<file path="config.mk">
export PLATFORM = sky130hd
export DESIGN_NAME = dcache_ctrl
export DESIGN_NICKNAME = d
export VERILOG_FILES = /design/src/rtl/dcache_ctrl.sv
export SDC_FILE = /design/constraint.sdc
export NUM_CORES = 1
export LEC_CHECK = 0
export BUFFER_PORTS_ARGS = -buffer_cell sky130_fd_sc_hd__buf_4
export CORE_AREA = 2 2 304 306
export CTS_CLUSTER_DIAMETER = 200
export CTS_CLUSTER_SIZE = 28
export DETAILED_ROUTE_END_ITERATION = 10
export DIE_AREA = 0 0 306 308
export GPL_ROUTABILITY_DRIVEN = 0
export SYNTH_ARGS = -nofsm -noshare
export SYNTH_HDL_FRONTEND = slang
export SYNTH_SLANG_ARGS = --single-unit
</file>
<file path="constraint.sdc">
create_clock -name clock -period 32.5 [get_ports clock]
set_input_delay 4.875 -clock clock [delete_from_list [all_inputs] [get_ports clock]]
set_output_delay 4.875 -clock clock [all_outputs]
set_load 0.01 [all_outputs]
</file>
<file path="src/rtl/dcache_ctrl.sv">
// Dcache sequencer between the LSQ and the tagged memory bus: probes for load hits,
// tracks load misses in a tag-keyed MSHR table, writes fills and write-through stores.
module dcache_ctrl #(
  parameter int MSHR_DEPTH = 4,
  parameter int ID_W       = 5
) (
  input  logic            clock,
  input  logic            reset,
  input  logic            lsq_req_valid,
  input  logic            lsq_req_is_store,
  input  logic [63:0]     lsq_req_addr,
  input  logic [63:0]     lsq_req_data,
  input  logic [ID_W-1:0] lsq_req_id,
  output logic            lsq_req_ready,
  output logic            lsq_resp_valid,
  output logic [ID_W-1:0] lsq_resp_id,
  output logic [63:0]     lsq_resp_data,
  output logic [5:0]      dc_rd_idx,
  output logic [54:0]     dc_rd_tag,
  input  logic [63:0]     dc_rd_data,
  input  logic            dc_rd_valid,
  output logic            dc_wrA_en,
  output logic [5:0]      dc_wrA_idx,
  output logic [54:0]     dc_wrA_tag,
  output logic [63:0]     dc_wrA_data,
  output logic            dc_wrB_en,
  output logic [5:0]      dc_wrB_idx,
  output logic [54:0]     dc_wrB_tag,
  output logic [63:0]     dc_wrB_data,
  output logic [1:0]      proc2mem_command,
  output logic [63:0]     proc2mem_addr,
  output logic [63:0]     proc2mem_data,
  input  logic [3:0]      mem2proc_response,
  input  logic [63:0]     mem2proc_data,
  input  logic [3:0]      mem2proc_tag
);
  localparam int IDX_W = (MSHR_DEPTH > 1) ? $clog2(MSHR_DEPTH) : 1;
  localparam int CNT_W = $clog2(MSHR_DEPTH + 1);

  typedef enum logic {IDLE, RETRY} state_t;
  state_t state, state_n;

  logic [MSHR_DEPTH-1:0]           m_vld, m_stale;
  logic [MSHR_DEPTH-1:0][60:0]     m_line;
  logic [MSHR_DEPTH-1:0][ID_W-1:0] m_id;
  logic [MSHR_DEPTH-1:0][3:0]      m_tag;

  logic            rt_store;
  logic [60:0]     rt_line;
  logic [63:0]     rt_data;
  logic [ID_W-1:0] rt_id;

  logic             fill_hit;
  logic [IDX_W-1:0] fill_sel, free_sel;
  logic [CNT_W-1:0] m_cnt;
  logic             accept, issue, done, cmd_store;
  logic [60:0]      req_line, cmd_line;
  logic [63:0]      cmd_data;
  logic [ID_W-1:0]  cmd_id;
  logic             unused_ok;

  assign unused_ok = ^lsq_req_addr[2:0];
  assign req_line  = lsq_req_addr[63:3];

  always_comb begin
    fill_hit = 1'b0;
    fill_sel = '0;
    free_sel = '0;
    m_cnt    = '0;
    for (int i = 0; i < MSHR_DEPTH; i++) begin
      m_cnt = m_cnt + CNT_W'(m_vld[i]);
      if (m_vld[i] && mem2proc_tag != 4'd0 && m_tag[i] == mem2proc_tag) begin
        fill_hit = 1'b1;
        fill_sel = IDX_W'(i);
      end
    end
    // entry being filled this cycle stays busy until next cycle
    for (int i = MSHR_DEPTH - 1; i >= 0; i--)
      if (!m_vld[i]) free_sel = IDX_W'(i);
  end

  assign lsq_req_ready = !reset && state == IDLE && m_cnt < CNT_W'(MSHR_DEPTH) && !fill_hit;
  assign accept        = lsq_req_valid && lsq_req_ready;

  assign dc_rd_idx = lsq_req_addr[8:3];
  assign dc_rd_tag = lsq_req_addr[63:9];

  assign dc_wrA_en   = accept && lsq_req_is_store;
  assign dc_wrA_idx  = lsq_req_addr[8:3];
  assign dc_wrA_tag  = lsq_req_addr[63:9];
  assign dc_wrA_data = lsq_req_data;

  assign dc_wrB_en   = !reset && fill_hit && !m_stale[fill_sel];
  assign dc_wrB_idx  = m_line[fill_sel][5:0];
  assign dc_wrB_tag  = m_line[fill_sel][60:6];
  assign dc_wrB_data = mem2proc_data;

  always_comb begin
    state_n   = state;
    issue     = 1'b0;
    cmd_store = lsq_req_is_store;
    cmd_line  = req_line;
    cmd_data  = lsq_req_data;
    cmd_id    = lsq_req_id;
    if (!reset) begin
      case (state)
        IDLE: begin
          issue = accept && (lsq_req_is_store || !dc_rd_valid);
          if (issue && mem2proc_response == 4'd0) state_n = RETRY;
        end
        RETRY: begin
          cmd_store = rt_store;
          cmd_line  = rt_line;
          cmd_data  = rt_data;
          cmd_id    = rt_id;
          // a store completion would collide with the fill response, so hold it a cycle
          issue = !(rt_store && fill_hit);
          if (issue && mem2proc_response != 4'd0) state_n = IDLE;
        end
        default: state_n = IDLE;
      endcase
    end
  end

  assign done             = issue && mem2proc_response != 4'd0;
  assign proc2mem_command = !issue ? 2'd0 : (cmd_store ? 2'd2 : 2'd1);
  assign proc2mem_addr    = {cmd_line, 3'b000};
  assign proc2mem_data    = cmd_data;

  always_ff @(posedge clock) begin
    if (reset) begin
      state          <= IDLE;
      m_vld          <= '0;
      m_stale        <= '0;
      lsq_resp_valid <= 1'b0;
    end else begin
      state          <= state_n;
      lsq_resp_valid <= 1'b0;
      if (fill_hit) begin
        m_vld[fill_sel] <= 1'b0;
        lsq_resp_valid  <= 1'b1;
        lsq_resp_id     <= m_id[fill_sel];
        lsq_resp_data   <= mem2proc_data;
      end
      if (accept && lsq_req_is_store) begin
        for (int i = 0; i < MSHR_DEPTH; i++)
          if (m_vld[i] && m_line[i] == req_line) m_stale[i] <= 1'b1;
      end
      if (accept && !lsq_req_is_store && dc_rd_valid) begin
        lsq_resp_valid <= 1'b1;
        lsq_resp_id    <= lsq_req_id;
        lsq_resp_data  <= dc_rd_data;
      end
      if (done && cmd_store) begin
        lsq_resp_valid <= 1'b1;
        lsq_resp_id    <= cmd_id;
        lsq_resp_data  <= cmd_data;
      end
      if (done && !cmd_store) begin
        m_vld[free_sel]   <= 1'b1;
        m_stale[free_sel] <= 1'b0;
        m_line[free_sel]  <= cmd_line;
        m_id[free_sel]    <= cmd_id;
        m_tag[free_sel]   <= mem2proc_response;
      end
      if (state == IDLE && issue && !done) begin
        rt_store <= cmd_store;
        rt_line  <= cmd_line;
        rt_data  <= cmd_data;
        rt_id    <= cmd_id;
      end
    end
  end
endmodule

</file>
==> metrics.yaml <==
status: "completed"
final_max_slew_viol_count: 0
htree_levels: 1
pin_count: 788
max_freq_mhz: 76.7
crit_path_max_fanout: 39
root_buffer: "clkbuf_16"
clk_path_buf_depth: 3
cp-start-kind: "primary input"
ant_nets: 0
final_nets: 3038
worst_ep_arrival_time_ns: 8.16
grt_util_met3: 0.0489
synth.area.top_cells: "edfxtp_1 58%, nand2_1 8.9%, buf_4 7.6%"
cts_sinks: 490
path_class: "in2out"
fp.dieW_um: 306
synth-main-ff-cell: "edfxtp_1"
synthesis.area_mm2: 0.0249
dp.final_hpwl_um: 85800
layout-drive-gt1-share: 0.303
cellLeakagePower_nw: 12.0
antenna_found_initial: 15
setup_violations: 0
syn_avg_cell_area_um2: 10.8
syn_to_final_growth_pct: 23.1
die_h_um: 308
ys_types: 56
grt_start_max_net_pins: 133
slew_headroom: 0.238
endpoint_kind: "primary output"
synth_edf_count: 480
route.detailed.drc: 0
power_density_mw_per_mm2: 39.4
fin_ws_ns: 19.46
netlist_instances: 2319
holdWs_ns: 0.538
yosysSeqAreaShare: 0.586
gr-usage-met1: 0.236
fin_setup_tns_ns: 0
core-area_mm2: 0.0910
post_drt_via_cell_ratio: 4.92
finish.utilization: 0.337
grt_pass1_wl_um: 149000
drt_pass1_iterations: 9
synth_top_area_share: 0.578
wl_per_cell_um: 28.3
die-area_mm2: 0.0942
met2_usage: 0.422
synth.largest_area_cell: "edfxtp_1"
ctsHoldBuffers: 0
grt-ovfl-total: 0
portBuffers: 781
rows: 111
cts_setup_buffers: 0
fin_crit_ns: 13.04
ys_warn_count: 0
crit_chain: "buf_4 > xor2_1 > nor3_1 > and3_4 > buf_4 > nand2_1 > a21oi_1 > a21oi_1 > o21ai_0 > buf_4"
cts_tree: "built"
slowest_delay_ns: 0.70
fin_crit_sh: 0.401
grt_pass1_vias: 18600
crit_slowest_cell: "o21ai_0"
peakVddDrop_mv: 0.0379
critPathRequiredTime_ns: 27.62
synth-async-reset-ratio: 0
path_clk_slew_ns: 0.10
grt-busiest-layer: "met2"
worst_slew_pin_slew_ns: 1.13
hold_path_class: "reg2reg"
initial_core_util: 0.274
wl_um: 112000
num_vias: 19500
cap_violations: 0
grt_usage: 0.226
cp_common_cell: "buf_4"
insertion_delay_ns: 0.64
rsz0062_at_grt: "no"
hold_viol: 0
timing.clock.skew_ns: 0.0510
drtIter0Drc: 1912
ctsResizeCount: 0
cts_buffers: 21
n_fill_cell: 9251
preCtsSetupSlack_ns: 19.34
synth-seq-cells: 490
## registers in the layout, summed over array words and instances (netlist names)
| signal | flops |
|---|---|
| rt_line | 61 |
| lsq_resp_id | 5 |
| lsq_resp_valid | 1 |
| m_line | 244 |
| rt_id | 5 |
| m_id | 20 |
| rt_data | 64 |
| state | 1 |
| m_stale | 4 |
| m_vld | 4 |
| lsq_resp_data | 64 |
| rt_store | 1 |
| m_tag | 16 |
## Yosys cell counts (6+ instances only)
cell,n
nand2_1,590
edfxtp_1,480
buf_4,253
o21ai_0,155
a21oi_1,136
xnor2_1,103
clkbuf_1,83
xor2_1,79
inv_1,64
mux2i_1,64
nand4_1,37
nor4_1,32
o22ai_1,32
buf_1,21
buf_2,17
nor3_1,17
a221oi_1,14
o21ai_1,14
nor2_1,12
nor2b_1,12
nand3_1,11
dfxtp_1,10
o2bb2ai_1,10
a31oi_1,8
a22o_1,7
buf_6,6
## cell families (layout without fill, tap and decap cells)
kind of cell / Yosys count / in the layout / share of synthesized area
mux: 64 / 64 / 0.0257
buf+inv: 447 / 893 / 0.108
fa+ha+maj: 2 / 2 / 0.00130
compound gates: 404 / 404 / 0.0924
simple gates: 729 / 729 / 0.122
flops: 490 / 490 / 0.586
other cells: 1 / 13 / 0.000150
xor+xnor: 182 / 182 / 0.0639
## metal layers
metal / share of wire / routed length [um] / vias to the layer above
met5: 0.00012 / 13 / -
met4: 0.059 / 6610 / 2
met3: 0.081 / 9100 / 164
met2: 0.53 / 58800 / 1080
met1: 0.33 / 37500 / 9539
li1: - / - / 8724
## critical path, delay by kind of cell
kind	cells	cell delay (ns)
AND/OR/NAND/NOR	3	1.15
buffers and inverters	3	0.98
AO/OA/AOI/OAI	3	0.91
XOR/XNOR	1	0.16
## report_power, final
group / switching [mW] / internal, mW
clock: 0.213 / 0.122
combinational: 0.101 / 0.0724
sequential: 0.00184 / 0.698
total: 0.316 / 0.892
## placed cells by master, fill, tap and decap left out, types with 4 or more instances in the layout
| master | instances |
|---|---|
| a2111oi_0 | 5 |
| a21oi_1 | 135 |
| a221oi_1 | 14 |
| a22o_1 | 7 |
| a31oi_1 | 7 |
| buf_4 | 799 |
| clkbuf_1 | 5 |
| clkbuf_16 | 21 |
| dfxtp_1 | 10 |
| diode_2 | 10 |
| edfxtp_1 | 480 |
| inv_1 | 63 |
| mux2i_1 | 64 |
| nand2_1 | 590 |
| nand2b_1 | 4 |
| nand3_1 | 10 |
| nand4_1 | 37 |
| nor2_1 | 10 |
| nor2b_1 | 11 |
| nor3_1 | 14 |
| nor4_1 | 32 |
| o21a_1 | 5 |
| o21ai_0 | 155 |
| o21ai_1 | 14 |
| o22ai_1 | 32 |
| o2bb2ai_1 | 10 |
| xnor2_1 | 103 |
| xor2_1 | 79 |
## final timing paths
check                   from              to  slack, ns  cells after the start
max          mem2proc_tag[1]  dc_wrB_tag[22]      19.46                     10
min               m_stale[2]      m_stale[2]       0.54                      2
max reg2reg         m_vld[0]     m_line[170]      27.23                      7
min reg2reg       m_stale[2]      m_stale[2]       0.54                      2
## layout make-up
cell class,count,area (um^2),area share
sequential,490,14600,0.476
timing repair buffer,801,6040,0.197
tap,1186,1480,0.0483
clock buffer,26,544,0.0177
multi-input combinational,1384,7720,0.252
antenna,10,25.0,0.000815
inverter,64,240,0.00783
clock inverter,2,25.0,0.000815
## through the flow
step                std cells  instance area, um^2  total power [mW]
finish                   3963                30700              1.21
global route             3961                30700              1.24
CTS                      3953                30700              1.22
detailed placement       3925                30100             0.889
global placement         3925                30100             0.888
floorplan                2321                24900             0.796
Power figures use the tool's default switching activity.
